File: src/rtl/fir_xifu_pkg.sv
// Shared types for the FIR XIFU pipeline: opcode enum and the writeback-queue entry.
package fir_xifu_pkg;

  typedef enum logic [1:0] {
    XIFU_NONE     = 2'd0,
    XIFU_XFIRLW   = 2'd1,
    XIFU_XFIRSW   = 2'd2,
    XIFU_XFIRDOTP = 2'd3
  } fir_xifu_instr_t;

  // Entry fields are sized for the widest queue configuration this package supports.
  localparam int WBQ_XLEN_W  = 32;
  localparam int WBQ_ID_W    = 4;
  localparam int WBQ_RF_AW_W = 5;

  typedef struct packed {
    fir_xifu_instr_t          instr;
    logic [WBQ_ID_W-1:0]      id;
    logic [WBQ_RF_AW_W-1:0]   rd;
    logic [WBQ_RF_AW_W-1:0]   rs1;
    logic [WBQ_XLEN_W-1:0]    result;
    logic [WBQ_XLEN_W-1:0]    rdata;
    logic                     data_ok;
  } fir_xifu_wbq_entry_t;

  function automatic logic wbq_is_mem(input fir_xifu_instr_t instr);
    return (instr == XIFU_XFIRLW) || (instr == XIFU_XFIRSW);
  endfunction

endpackage

File: src/rtl/fir_xifu_wbq_ptr.sv
// Queue index register that wraps modulo DEPTH (DEPTH is a power of two).
module fir_xifu_wbq_ptr #(
  parameter int DEPTH = 4,
  localparam int AW   = $clog2(DEPTH)
) (
  input  logic          clk_i,
  input  logic          rst_i,
  input  logic          clr_i,
  input  logic          inc_i,
  output logic [AW-1:0] ptr_o
);

  logic [AW-1:0] ptr_q, ptr_d;

  always_comb begin
    ptr_d = ptr_q;
    if (clr_i)      ptr_d = '0;
    else if (inc_i) ptr_d = ptr_q + 1'b1;
  end

  always_ff @(posedge clk_i) begin
    if (rst_i) ptr_q <= '0;
    else       ptr_q <= ptr_d;
  end

  assign ptr_o = ptr_q;

endmodule

File: src/rtl/fir_xifu_wb_queue.sv
// In-order writeback queue: pairs LW/SW entries with in-order memory results and
// retires entries through the core result handshake plus an XIFU regfile write.
module fir_xifu_wb_queue
  import fir_xifu_pkg::*;
#(
  parameter int DEPTH = 4,
  parameter int XLEN  = 32,
  parameter int ID_W  = 4,
  parameter int RF_AW = 5
) (
  input  logic                       clk_i,
  input  logic                       rst_i,
  input  logic                       ex2wb_valid_i,
  output logic                       ex2wb_ready_o,
  input  fir_xifu_instr_t            ex2wb_instr_i,
  input  logic [ID_W-1:0]            ex2wb_id_i,
  input  logic [RF_AW-1:0]           ex2wb_rd_i,
  input  logic [RF_AW-1:0]           ex2wb_rs1_i,
  input  logic [XLEN-1:0]            ex2wb_result_i,
  input  logic                       mem_result_valid_i,
  input  logic [ID_W-1:0]            mem_result_id_i,
  input  logic [XLEN-1:0]            mem_result_rdata_i,
  output logic                       result_valid_o,
  input  logic                       result_ready_i,
  output logic [ID_W-1:0]            result_id_o,
  output logic [XLEN-1:0]            result_data_o,
  output logic [RF_AW-1:0]           result_rd_o,
  output logic                       result_we_o,
  output logic                       rf_write_o,
  output logic [RF_AW-1:0]           rf_rd_o,
  output logic [XLEN-1:0]            rf_wdata_o,
  input  logic                       flush_i,
  output logic                       err_o,
  output logic [$clog2(DEPTH):0]     count_o
);

  localparam int AW = $clog2(DEPTH);
  localparam int CW = $clog2(DEPTH) + 1;
  localparam logic [CW-1:0] FULL_CNT = CW'(DEPTH);

  fir_xifu_wbq_entry_t ent_q [DEPTH];
  fir_xifu_wbq_entry_t head, new_ent;
  logic [DEPTH-1:0]    vld_q, vld_d;
  logic [CW-1:0]       count_q, count_d;
  logic                err_q, err_d;
  logic [AW-1:0]       head_ptr, tail_ptr, mem_ptr;
  logic                full, push, pop, mem_adv;
  logic                mem_hit, mem_match, mem_ok, stop;
  logic [AW-1:0]       mem_idx, match_idx, idx;
  logic [ID_W-1:0]     match_id;

  assign full          = (count_q == FULL_CNT);
  assign ex2wb_ready_o = !full;
  assign push          = ex2wb_valid_i && !full && (ex2wb_instr_i != XIFU_NONE) && !flush_i;
  assign head          = ent_q[head_ptr];
  assign result_valid_o = vld_q[head_ptr] && head.data_ok;
  assign pop           = result_valid_o && result_ready_i && !flush_i;
  // mem_ptr only marks where the search may start; it trails by a cycle over completed entries.
  assign mem_adv       = vld_q[mem_ptr] && ent_q[mem_ptr].data_ok;

  fir_xifu_wbq_ptr #(.DEPTH(DEPTH)) u_head_ptr (
    .clk_i(clk_i), .rst_i(rst_i), .clr_i(flush_i), .inc_i(pop),     .ptr_o(head_ptr));
  fir_xifu_wbq_ptr #(.DEPTH(DEPTH)) u_tail_ptr (
    .clk_i(clk_i), .rst_i(rst_i), .clr_i(flush_i), .inc_i(push),    .ptr_o(tail_ptr));
  fir_xifu_wbq_ptr #(.DEPTH(DEPTH)) u_mem_ptr (
    .clk_i(clk_i), .rst_i(rst_i), .clr_i(flush_i), .inc_i(mem_adv), .ptr_o(mem_ptr));

  // Oldest resident entry still waiting for load/store data.
  always_comb begin
    mem_hit = 1'b0;
    mem_idx = mem_ptr;
    stop    = 1'b0;
    idx     = mem_ptr;
    for (int i = 0; i < DEPTH; i++) begin
      idx = mem_ptr + AW'(i);
      if (!stop && !mem_hit) begin
        if (!vld_q[idx])              stop = 1'b1;
        else if (!ent_q[idx].data_ok) begin
          mem_hit = 1'b1;
          mem_idx = idx;
        end
      end
    end
  end

  always_comb begin
    mem_match = 1'b0;
    match_idx = mem_idx;
    match_id  = '0;
    if (mem_hit) begin
      mem_match = 1'b1;
      match_id  = ent_q[mem_idx].id[ID_W-1:0];
    end else if (push && wbq_is_mem(ex2wb_instr_i)) begin
      mem_match = 1'b1;
      match_idx = tail_ptr;
      match_id  = ex2wb_id_i;
    end
  end

  assign mem_ok = mem_result_valid_i && !flush_i && mem_match && (match_id == mem_result_id_i);
  assign err_d  = err_q | (mem_result_valid_i && !flush_i && !mem_ok);

  always_comb begin
    new_ent         = '0;
    new_ent.instr   = ex2wb_instr_i;
    new_ent.id      = WBQ_ID_W'(ex2wb_id_i);
    new_ent.rd      = WBQ_RF_AW_W'(ex2wb_rd_i);
    new_ent.rs1     = WBQ_RF_AW_W'(ex2wb_rs1_i);
    new_ent.result  = WBQ_XLEN_W'(ex2wb_result_i);
    new_ent.data_ok = (ex2wb_instr_i == XIFU_XFIRDOTP);
  end

  // Payload storage is not reset; vld_q qualifies every entry.
  always_ff @(posedge clk_i) begin
    if (push) ent_q[tail_ptr] <= new_ent;
    if (mem_ok) begin
      ent_q[match_idx].rdata   <= WBQ_XLEN_W'(mem_result_rdata_i);
      ent_q[match_idx].data_ok <= 1'b1;
    end
  end

  always_comb begin
    vld_d   = vld_q;
    count_d = count_q;
    if (flush_i) begin
      vld_d   = '0;
      count_d = '0;
    end else begin
      if (push) vld_d[tail_ptr] = 1'b1;
      if (pop)  vld_d[head_ptr] = 1'b0;
      case ({push, pop})
        2'b10:   count_d = count_q + 1'b1;
        2'b01:   count_d = count_q - 1'b1;
        default: count_d = count_q;
      endcase
    end
  end

  always_ff @(posedge clk_i) begin
    if (rst_i) begin
      vld_q   <= '0;
      count_q <= '0;
      err_q   <= 1'b0;
    end else begin
      vld_q   <= vld_d;
      count_q <= count_d;
      err_q   <= err_d;
    end
  end

  always_comb begin
    result_id_o   = '0;
    result_data_o = '0;
    result_rd_o   = '0;
    result_we_o   = 1'b0;
    rf_write_o    = 1'b0;
    rf_rd_o       = '0;
    rf_wdata_o    = '0;
    if (result_valid_o) begin
      result_id_o   = head.id[ID_W-1:0];
      result_data_o = head.result[XLEN-1:0];
      if (wbq_is_mem(head.instr)) begin
        result_rd_o = head.rs1[RF_AW-1:0];
        result_we_o = 1'b1;
      end
      if (pop && (head.instr != XIFU_XFIRSW)) begin
        rf_write_o = 1'b1;
        rf_rd_o    = head.rd[RF_AW-1:0];
        rf_wdata_o = (head.instr == XIFU_XFIRLW) ? head.rdata[XLEN-1:0] : head.result[XLEN-1:0];
      end
    end
  end

  assign err_o   = err_q;
  assign count_o = count_q;

endmodule
File: config.mk
export PLATFORM = sky130hd
export DESIGN_NAME = fir_xifu_wb_queue
export DESIGN_NICKNAME = d
export VERILOG_FILES = /design/src/rtl/fir_xifu_pkg.sv /design/src/rtl/fir_xifu_wbq_ptr.sv /design/src/rtl/fir_xifu_wb_queue.sv
export SDC_FILE = /design/constraint.sdc
export NUM_CORES = 1
export LEC_CHECK = 0
export CAP_MARGIN = 20
export CORE_UTILIZATION = 29
export DETAILED_ROUTE_END_ITERATION = 6
export PLACE_DENSITY = 0.49
export RECOVER_POWER = 100
export SLEW_MARGIN = 30
export SYNTH_ARGS = -nofsm -noshare
export SYNTH_HDL_FRONTEND = slang
export SYNTH_HIERARCHICAL = 1
export SYNTH_SLANG_ARGS = --single-unit
File: constraint.sdc
create_clock -name clk_i -period 6.7 [get_ports clk_i]
set_input_delay 1.005 -clock clk_i [delete_from_list [all_inputs] [get_ports clk_i]]
set_output_delay 1.005 -clock clk_i [all_outputs]
set_load 0.005 [all_outputs]
Word level (Yosys, flattened, before mapping)
Memories as Yosys holds them, arrays and structs flattened. A register that Yosys moved wholly into a read port is not among the register bits.
Index checks and enable logic that the tools add are counted.
{"block": "totals", "regBits": 14, "ram_bits": 324, "input_bits": 90, "out_inout_bits": 86, "elab_cells": 137, "n_memories": 1}
{"block": "classes", "addsub": 7, "n_lt_le_gt_ge": 8, "eq_ne": 10, "n_mux": 70, "bitwise": 4, "reduce_logical": 31}
{"memory": "ent_q", "depth": 4, "width": 81, "rd": 6, "rd_clocked_by_memory_dff": 2, "write_ports": 2, "line_no": "fir_xifu_wb_queue.sv:41", "text": "fir_xifu_wbq_entry_t ent_q [DEPTH];"}
{"op": "32-bit two-way mux", "n": 4}
{"op": "1-bit two-way mux", "n": 33}
{"op": "2-bit two-way mux", "n": 15}
{"op": "4-bit two-way mux", "n": 6}
{"op": "5-bit two-way mux", "n": 4}
{"op": "1-bit logical AND", "n": 18}
{"op": "2-bit by 3-bit less-than comparator with 1-bit output, second input constant", "n": 6}
{"op": "1-bit binary-select mux with 2-bit select", "n": 5}
{"op": "2-bit == test, second input constant", "n": 4}
{"op": "1-bit zero test", "n": 8}
{"op": "2-bit by 1-bit adder with 2-bit output, second input constant", "n": 3}
{"op": "2-bit by 1-bit == test with 1-bit output, second input constant", "n": 3}
{"op": "3-bit case mux with 2 select lines", "n": 1}
{"op": "2-bit adder, second input constant", "n": 2}
{"op": "4-bit AND", "n": 1}
{"op": "1-bit demux with 2-bit select", "n": 2}
{"op": "4-bit == test", "n": 1}
{"op": "2-bit by 1-bit >= comparator with 1-bit output, second input constant", "n": 2}
{"op": "4-bit inverter", "n": 1}
{"op": "4-bit OR", "n": 1}
{"op": "2-bit nonzero test", "n": 2}
{"op": "3-bit by 1-bit adder with 3-bit output, second input constant", "n": 1}
{"op": "3-bit == test, second input constant", "n": 1}
{"op": "3-bit by 1-bit subtractor with 3-bit output, second input constant", "n": 1}
{"op": "4 further kinds", "n": 5}

Depth between registers and ports, before layout
An unclocked memory read counts as a cell.
{"block": "logic_depth", "ltp_word": 19, "mapped_depth": 14, "ltp_nobuf": 12}

Cells and area by module
Netlist, hierarchy kept.
{"mod": "fir_xifu_wb_queue", "n_inst": 1, "cells_per_inst": 938, "area_per_inst_um2": 15016.9}
{"mod": "fir_xifu_wbq_ptr", "n_inst": 3, "cells_per_inst": 8, "area_per_inst_um2": 85.1}

Least setup slack after synthesis
Ideal clock, no wire load.
{"block": "synth_timing", "kind": "input to register", "start": "input port ex2wb_instr_i[0]", "end": "memory ent_q[0][10] in the netlist's numbering (enable)", "setup_time_ps": 428, "arrival_time_ps": 6035, "setup_slack_ps": 237, "cell_stages": 6, "n_path_buf": 0, "cell_sequence": "inv_1 > ha_1 > nor2_1 > nand3_1 > nor3_1 > o21bai_1"}
{"item": "from (decl)", "line_no": "fir_xifu_wb_queue.sv:15", "text": "input fir_xifu_instr_t ex2wb_instr_i,"}
{"item": "to (decl)", "line_no": "fir_xifu_wb_queue.sv:41"}

==> impl_metrics.env <==
export IMPL_drive_gt1_share_pct=15.6
export IMPL_maxCapViolCount=7
export IMPL_r2r_end="ent_q[2][24]"
export IMPL_final_period_utilization_pct=84.6
export IMPL_grt_ovfl_total=0
export IMPL_p_leak_nw=6.02
export IMPL_hold_path_end="count_o[0]"
export IMPL_drc=0
export IMPL_powerDensity_nw_per_um2=243
export IMPL_via_per_inst=4.92
export IMPL_synth_ff_latch_count=338
export IMPL_slew_headroom_pct=-164
export IMPL_tightest_slew_ns=3.97
export IMPL_synth_simple_area_share_pct=11.9
export IMPL_fin_skew_ns=0.0125
export IMPL_core_area_sq_um=51700
export IMPL_reg2reg_from="u_mem_ptr/ptr_o[0]"
export IMPL_worstSetupStartpointType="flip-flop"
export IMPL_cts_tree="done"
export IMPL_synthMuxAreaShare_pct=15.8
export IMPL_fin_util_pct=36.4
export IMPL_met2_length_um=20200
export IMPL_grt_max_degree=70
export IMPL_async_flop_share_pct=0
export IMPL_cts_setup_buffers=0
export IMPL_status="finished with violations"
export IMPL_synth_compound_area_share_pct=2.77
export IMPL_gp_congestion=0.763
export IMPL_worstPathRequired_ns=6.91
export IMPL_yosysUniqueCellTypes=68
export IMPL_area_growth_pct=23.3
export IMPL_final_area_sq_um=18800
export IMPL_regArea_sq_um=9980
export IMPL_drtAntennaViolNets=0
export IMPL_fillCellCount=4999
export IMPL_drt_iter0_drc=626
export IMPL_cts_buffer_depth=3
export IMPL_endpoint_kind="flip-flop"
export IMPL_hold_depth=2
export IMPL_die_height_um=231
export IMPL_synth_area_sq_um=15300
export IMPL_crit_arrival_ns=5.88
export IMPL_cts_sinks=338
export IMPL_grt_setup_unrepaired="no"
export IMPL_seq_area_frac_synth_pct=65.3
export IMPL_synth_edf_count=320
export IMPL_vias=9030
export IMPL_grt_pass1_wl_um=61000
export IMPL_placed_cell_area_sq_um=17800
export IMPL_dieArea_sq_um=53600
export IMPL_finalSetupTns_ns=0
export IMPL_cts_hold_buffers=0
export IMPL_stdcell_count=1835
export IMPL_power_total_mw=4.58
export IMPL_rrSetupSlack_ns=1.03
export IMPL_crit_fanout=30
export IMPL_grt_usage_pct=15.4
export IMPL_top_layer="met4"
export IMPL_syn_nets=1058
export IMPL_wl_met1_um=17800
export IMPL_clock_fmax_mhz=176
export IMPL_die_w_um=231
export IMPL_yosys_warnings=6
export IMPL_dp_hpwl_um=25900
export IMPL_dp_cells=1764
export IMPL_numCtsBuffers=38
export IMPL_clk_pin_slew_ns=0.06
export IMPL_synth_adder_area_share_pct=0.541
export IMPL_crit_type="reg2reg"
export IMPL_rows=83
export IMPL_antenna_found_initial=2
export IMPL_drv_slew=217
export IMPL_met3_length_um=1840
export IMPL_holdCritPathClass="reg2reg"
export IMPL_synth_top_family_by_area="multiplexers"
export IMPL_final_hold_viol_count=0
export IMPL_synth_xor_area_share_pct=0.459
export IMPL_min_delay_start="count_o[0]"
export IMPL_setup_viol=0
export IMPL_violations="capacitance limit, slew limit"
export IMPL_cts_max_level=2
export IMPL_syn_area_per_cell_sq_um=15.9
export IMPL_r2r_cells=10
export IMPL_synth_cells=962
export IMPL_cts_repair_resize_count=0
export IMPL_ir_drop_mv=0.137
export IMPL_io_buffer_count=175
export IMPL_clock_latency_ns=0.55
export IMPL_wl_per_cell_um=22.2
export IMPL_drt_pass1_iter_count=5
export IMPL_fin_crit_ns=5.67
export IMPL_nets=1220
export IMPL_synthFlopType="edfxtp_1"
export IMPL_root_buffer="clkbuf_16"
export IMPL_ios=176
export IMPL_drt_total_wl_um=40800
export IMPL_grt_pass1_vias=9413
export IMPL_start_util_pct=29.5
export IMPL_multi_input_area_sq_um=4740
worst max-delay path by stage:
stage	startpoint	endpoint	slack (ns)	cells past startpoint
6_report	u_mem_ptr/ptr_o[0]	ent_q[2][24]	1.03	10
5_1_grt	u_mem_ptr/ptr_o[0]	ent_q[2][32]	0.55	10
4_1_cts	u_mem_ptr/ptr_o[1]	ent_q[2][24]	1.33	9
3_5_place_dp	ex2wb_instr_i[0]	ent_q[2][10]	0.90	13
3_3_place_gp	ex2wb_instr_i[0]	ent_q[2][8]	1.05	13
2_1_floorplan	ex2wb_instr_i[0]	ent_q[0][10]	0.24	6
per-stage QoR:
stage          hold slack [ns]  worst slack, ns
2_1_floorplan            0.498            0.237
3_3_place_gp             0.597             1.05
3_5_place_dp             0.578            0.903
4_1_cts                  0.597             1.33
5_1_grt                  0.624            0.546
6_report                 0.588             1.03
flip-flops by register name (all words and copies together), names as in the netlist:
| signal | count |
|---|---|
| vld_q | 4 |
| u_mem_ptr/ptr_o | 2 |
| err_o | 1 |
| u_tail_ptr/ptr_o | 2 |
| count_o | 3 |
| ent_q | 324 |
| u_head_ptr/ptr_o | 2 |
cell usage after synthesis, types with 3 or more instances:
cell type,count,area [sq um]
xor2_1,3,26.3
nor2_1,54,203
o21ai_0,14,70.1
a21oi_1,4,20.0
nand2_1,11,41.3
a21bo_1,3,30.0
nand3_1,10,50.1
mux4_2,85,1910
nor3_1,61,305
nor3_2,9,90.1
buf_1,13,48.8
nor2b_1,44,275
xnor2_1,5,43.8
inv_1,48,180
buf_2,8,40.0
edfxtp_1,320,9610
nor4_1,45,282
a21oi_2,3,26.3
dfxtp_1,18,360
buf_6,3,33.8
a31oi_1,3,18.8
ha_1,5,62.6
and2_1,7,43.8
nand4_1,5,31.3
mux2i_1,42,420
or2_1,4,25.0
nand3b_1,6,45.0
mux2_2,5,56.3
nand2b_1,5,31.3
and3_1,5,31.3
clkbuf_1,48,180
nor4_2,20,250
o31ai_1,4,30.0
routing by layer:
metal / vias to the layer above / GRT usage [%]
met5: - / 0
met4: 0 / 5.57
met3: 49 / 2.88
met2: 231 / 25.6
met1: 4608 / 20.0
li1: 4142 / -
placed cells by master (no fill, tap or decap), drive strengths merged, types with 9 or more instances in the layout:
| cell | Yosys | routed |
|---|---|---|
| inv | 48 | 48 |
| nand2 | 12 | 12 |
| dfxtp | 18 | 18 |
| mux4 | 85 | 85 |
| nor2b | 44 | 44 |
| nand3 | 11 | 11 |
| nor4 | 65 | 65 |
| nor2 | 54 | 54 |
| dlygate4sd3 | 0 | 131 |
| nor3 | 70 | 70 |
| edfxtp | 320 | 320 |
| mux2i | 42 | 42 |
| clkdlybuf4s50 | 0 | 44 |
| buf | 25 | 9 |
| o21ai | 14 | 14 |
| clkinv | 0 | 16 |
| clkbuf | 48 | 59 |
worst max-delay path, stage by stage, from the launching register on:
cell and delay (ns):
dfxtp_1 0.93, mux4_2 0.40, o41ai_1 0.12, or4_1 0.64
nand2_1 0.33, mux2_1 0.38, a311oi_1 0.31, xor2_1 0.35
nand4_4 0.41, o32ai_2 0.99, buf_4 0.47
cell type report:
type | count | share of cell area, %
Sequential cell | 338 | 53.0
Clock inverter | 21 | 1.07
Antenna cell | 2 | 0.0266
Tap cell | 680 | 4.52
Clock buffer | 48 | 5.36
Multi-Input combinational cell | 503 | 25.2
Inverter | 48 | 0.963
Timing Repair Buffer | 195 | 9.91
report_power, final:
group / internal (mW) / total (mW) / switching, mW
Combinational: 0.0877 / 0.196 / 0.108
Sequential: 2.32 / 2.34 / 0.0121
Clock: 1.22 / 2.05 / 0.832
logic make-up after synthesis:
group,after synthesis
adder cells (fa/ha/maj),6
AND/OR/NAND/NOR,300
multiplexers,134
XOR/XNOR,8
buffers and inverters,121
flip-flops,338
AO/OA/AOI/OAI,55
(Power assumes the default switching activity.)
==> edit, RTL diff (same settings) <==
Register the output `count_o` once more, with the module's reset; this adds one clock of latency there. The other outputs are not delayed to match.
--- a/src/rtl/fir_xifu_wb_queue.sv
+++ b/src/rtl/fir_xifu_wb_queue.sv
@@ -172,6 +172,12 @@
   end
 
   assign err_o   = err_q;
-  assign count_o = count_q;
+  always_ff @(posedge clk_i) begin
+    if (rst_i) begin
+      count_o <= '0;
+    end else begin
+      count_o <= count_q;
+    end
+  end
 
 endmodule
Behaviour: not the same (a bounded check fails within 4 cycles, from zero or initial values and one cycle with rst_i high).
==> edit against the unedited design <==
  * The run still ends with max-capacitance violations, max-slew violations left
  * Clock power rose by 9%
  * Synthesized area rose by 0.69%
  * Count of clock-buffer cells in the layout rose by 5
  * Worst setup slack got worse by 0.18 ns
  * Sequential share of layout area fell by 0.34 points
  * First-iteration DRC count fell by 7.0%
  * Total power rose by 5.0%
  * Routed wire length fell by 0.26%
  * Sequential cell count rose by 3
  * Final area rose by 1.2%
  * Largest cell class unchanged
==> edit: results (changes against the unedited design) <==
<table>
<tr><th>Metric</th><th>Value</th></tr>
<tr><th colspan="2">Place</th></tr>
<tr><td>Global placer's final weighted congestion</td><td>0.815 (+6.8%)</td></tr>
<tr><td>Cell total after placement</td><td>1796 (+1.8%)</td></tr>
<tr><td>Worst slack, placed</td><td>0.891 ns (-0.0120 ns)</td></tr>
<tr><td>HPWL after detailed placement</td><td>25.2 mm (-2.7%)</td></tr>
<tr><th colspan="2">Critical path</th></tr>
<tr><td>Slowest-stage cell, CP</td><td>sky130_fd_sc_hd__dfxtp_1</td></tr>
<tr><td>Register-to-register setup slack</td><td>0.85 ns (-0.18 ns)</td></tr>
<tr><td>Worst setup endpoint</td><td>ent_q[1][16]</td></tr>
<tr><th colspan="2">Yosys</th></tr>
<tr><td>Gate count of the mapped netlist</td><td>984 (+2.3%)</td></tr>
<tr><td>XOR/XNOR share of the synthesized area</td><td>0.00399 (-0.000601)</td></tr>
<tr><td>Mapped Nets</td><td>1080 (+2.1%)</td></tr>
<tr><td>Cell variety after synth</td><td>67 (-1.5%)</td></tr>
<tr><td>Multiplexer fraction of the synthesized cell area</td><td>0.153 (-0.00547)</td></tr>
<tr><td>Share of synthesized cell area in full adder, half adder and majority cells</td><td>0.00537 (-0.0000370)</td></tr>
<tr><th colspan="2">Global routing</th></tr>
<tr><td>Overall routing resource usage</td><td>0.152 (-0.00194)</td></tr>
<tr><td>Wire length of the first global-routing pass</td><td>60.7 mm (-0.60%)</td></tr>
<tr><th colspan="2">Route</th></tr>
<tr><td>Routed via count divided by cell count</td><td>4.85 (-1.4%)</td></tr>
<tr><td>Drt wl/cell</td><td>21.8 µm (-2.1%)</td></tr>
<tr><td>Violation count after the first detailed-routing iteration</td><td>582 (-7.0%)</td></tr>
<tr><th colspan="2">Timing</th></tr>
<tr><td>Final Hold Slack</td><td>0.507 ns (-0.0814 ns)</td></tr>
<tr><td>Number of slew-limit violations in the final report</td><td>207 (-4.6%)</td></tr>
<tr><th colspan="2">Layout</th></tr>
<tr><td>Non-filler instance count after layout</td><td>1870 (+1.9%)</td></tr>
<tr><td>Antenna Diode Count</td><td>0 (-2)</td></tr>
<tr><th colspan="2">Power and ir drop</th></tr>
<tr><td>Sw Share</td><td>0.209 (+0.00136)</td></tr>
<tr><th colspan="2">Worst hold path</th></tr>
<tr><td>Startpoint of the lowest-slack hold path</td><td>count_q[2]</td></tr>
<tr><td>WHS Endpoint</td><td>count_o[2]</td></tr>
<tr><th colspan="2">Outcome</th></tr>
<tr><td>Result of the run</td><td>complete, but fails checks</td></tr>
<tr><td>Violations in the final reports</td><td>max-capacitance violations, max-slew violations</td></tr>
<tr><th colspan="2">Flow run</th></tr>
<tr><td>Number of violations of the max-capacitance limit</td><td>5 (-2)</td></tr>
</table>
-- edit: changes by cell type after synthesis, sizes merged, moves of 4 or more --
cell	change
o21ai	+4
nor3	+67
buf	+6
nor4	-65
clkbuf	-8
and3	-4
a21oi	+12
-- edit: power groups by stage --
stage	Combinational [mW]	Clock (mW)	Sequential [mW]
3_3_place_gp	0.222	0	2.40
3_5_place_dp	0.224	0	2.40
4_1_cts	0.225	2.31	2.36
2_1_floorplan	0.107	0	2.40
5_1_grt	0.227	2.38	2.36
6_report	0.208	2.24	2.36
-- edit: worst reg2reg max path, stage by stage, from the launching register on --
cell and delay [ns]:
sky130_fd_sc_hd__dfxtp_1 0.86, sky130_fd_sc_hd__inv_2 0.18, sky130_fd_sc_hd__mux4_2 0.49, sky130_fd_sc_hd__o21ba_1 0.20
sky130_fd_sc_hd__o41ai_1 0.51, sky130_fd_sc_hd__and2_0 0.63, sky130_fd_sc_hd__mux2_2 0.45, sky130_fd_sc_hd__a2111oi_4 0.50
sky130_fd_sc_hd__nand4_4 0.47, sky130_fd_sc_hd__o21bai_4 0.55, sky130_fd_sc_hd__buf_8 0.21, sky130_fd_sc_hd__clkbuf_2 0.42
-- edit: area by class of cell --
cell class | instances | area (µm²) | area share
clock inverters | 21 | 236 | 0.0124
flip-flops and latches | 341 | 10000 | 0.526
clock buffers | 53 | 1110 | 0.0584
repair buffers | 195 | 1890 | 0.0989
multi-input cells | 520 | 4740 | 0.249
inverters | 52 | 196 | 0.0103
well taps | 688 | 861 | 0.0452
-- edit: metal layers --
layer	track usage	wire length, µm
met5	0	17
met4	0.0378	773
met3	0.0352	1990
met1	0.207	18400
met2	0.244	19500
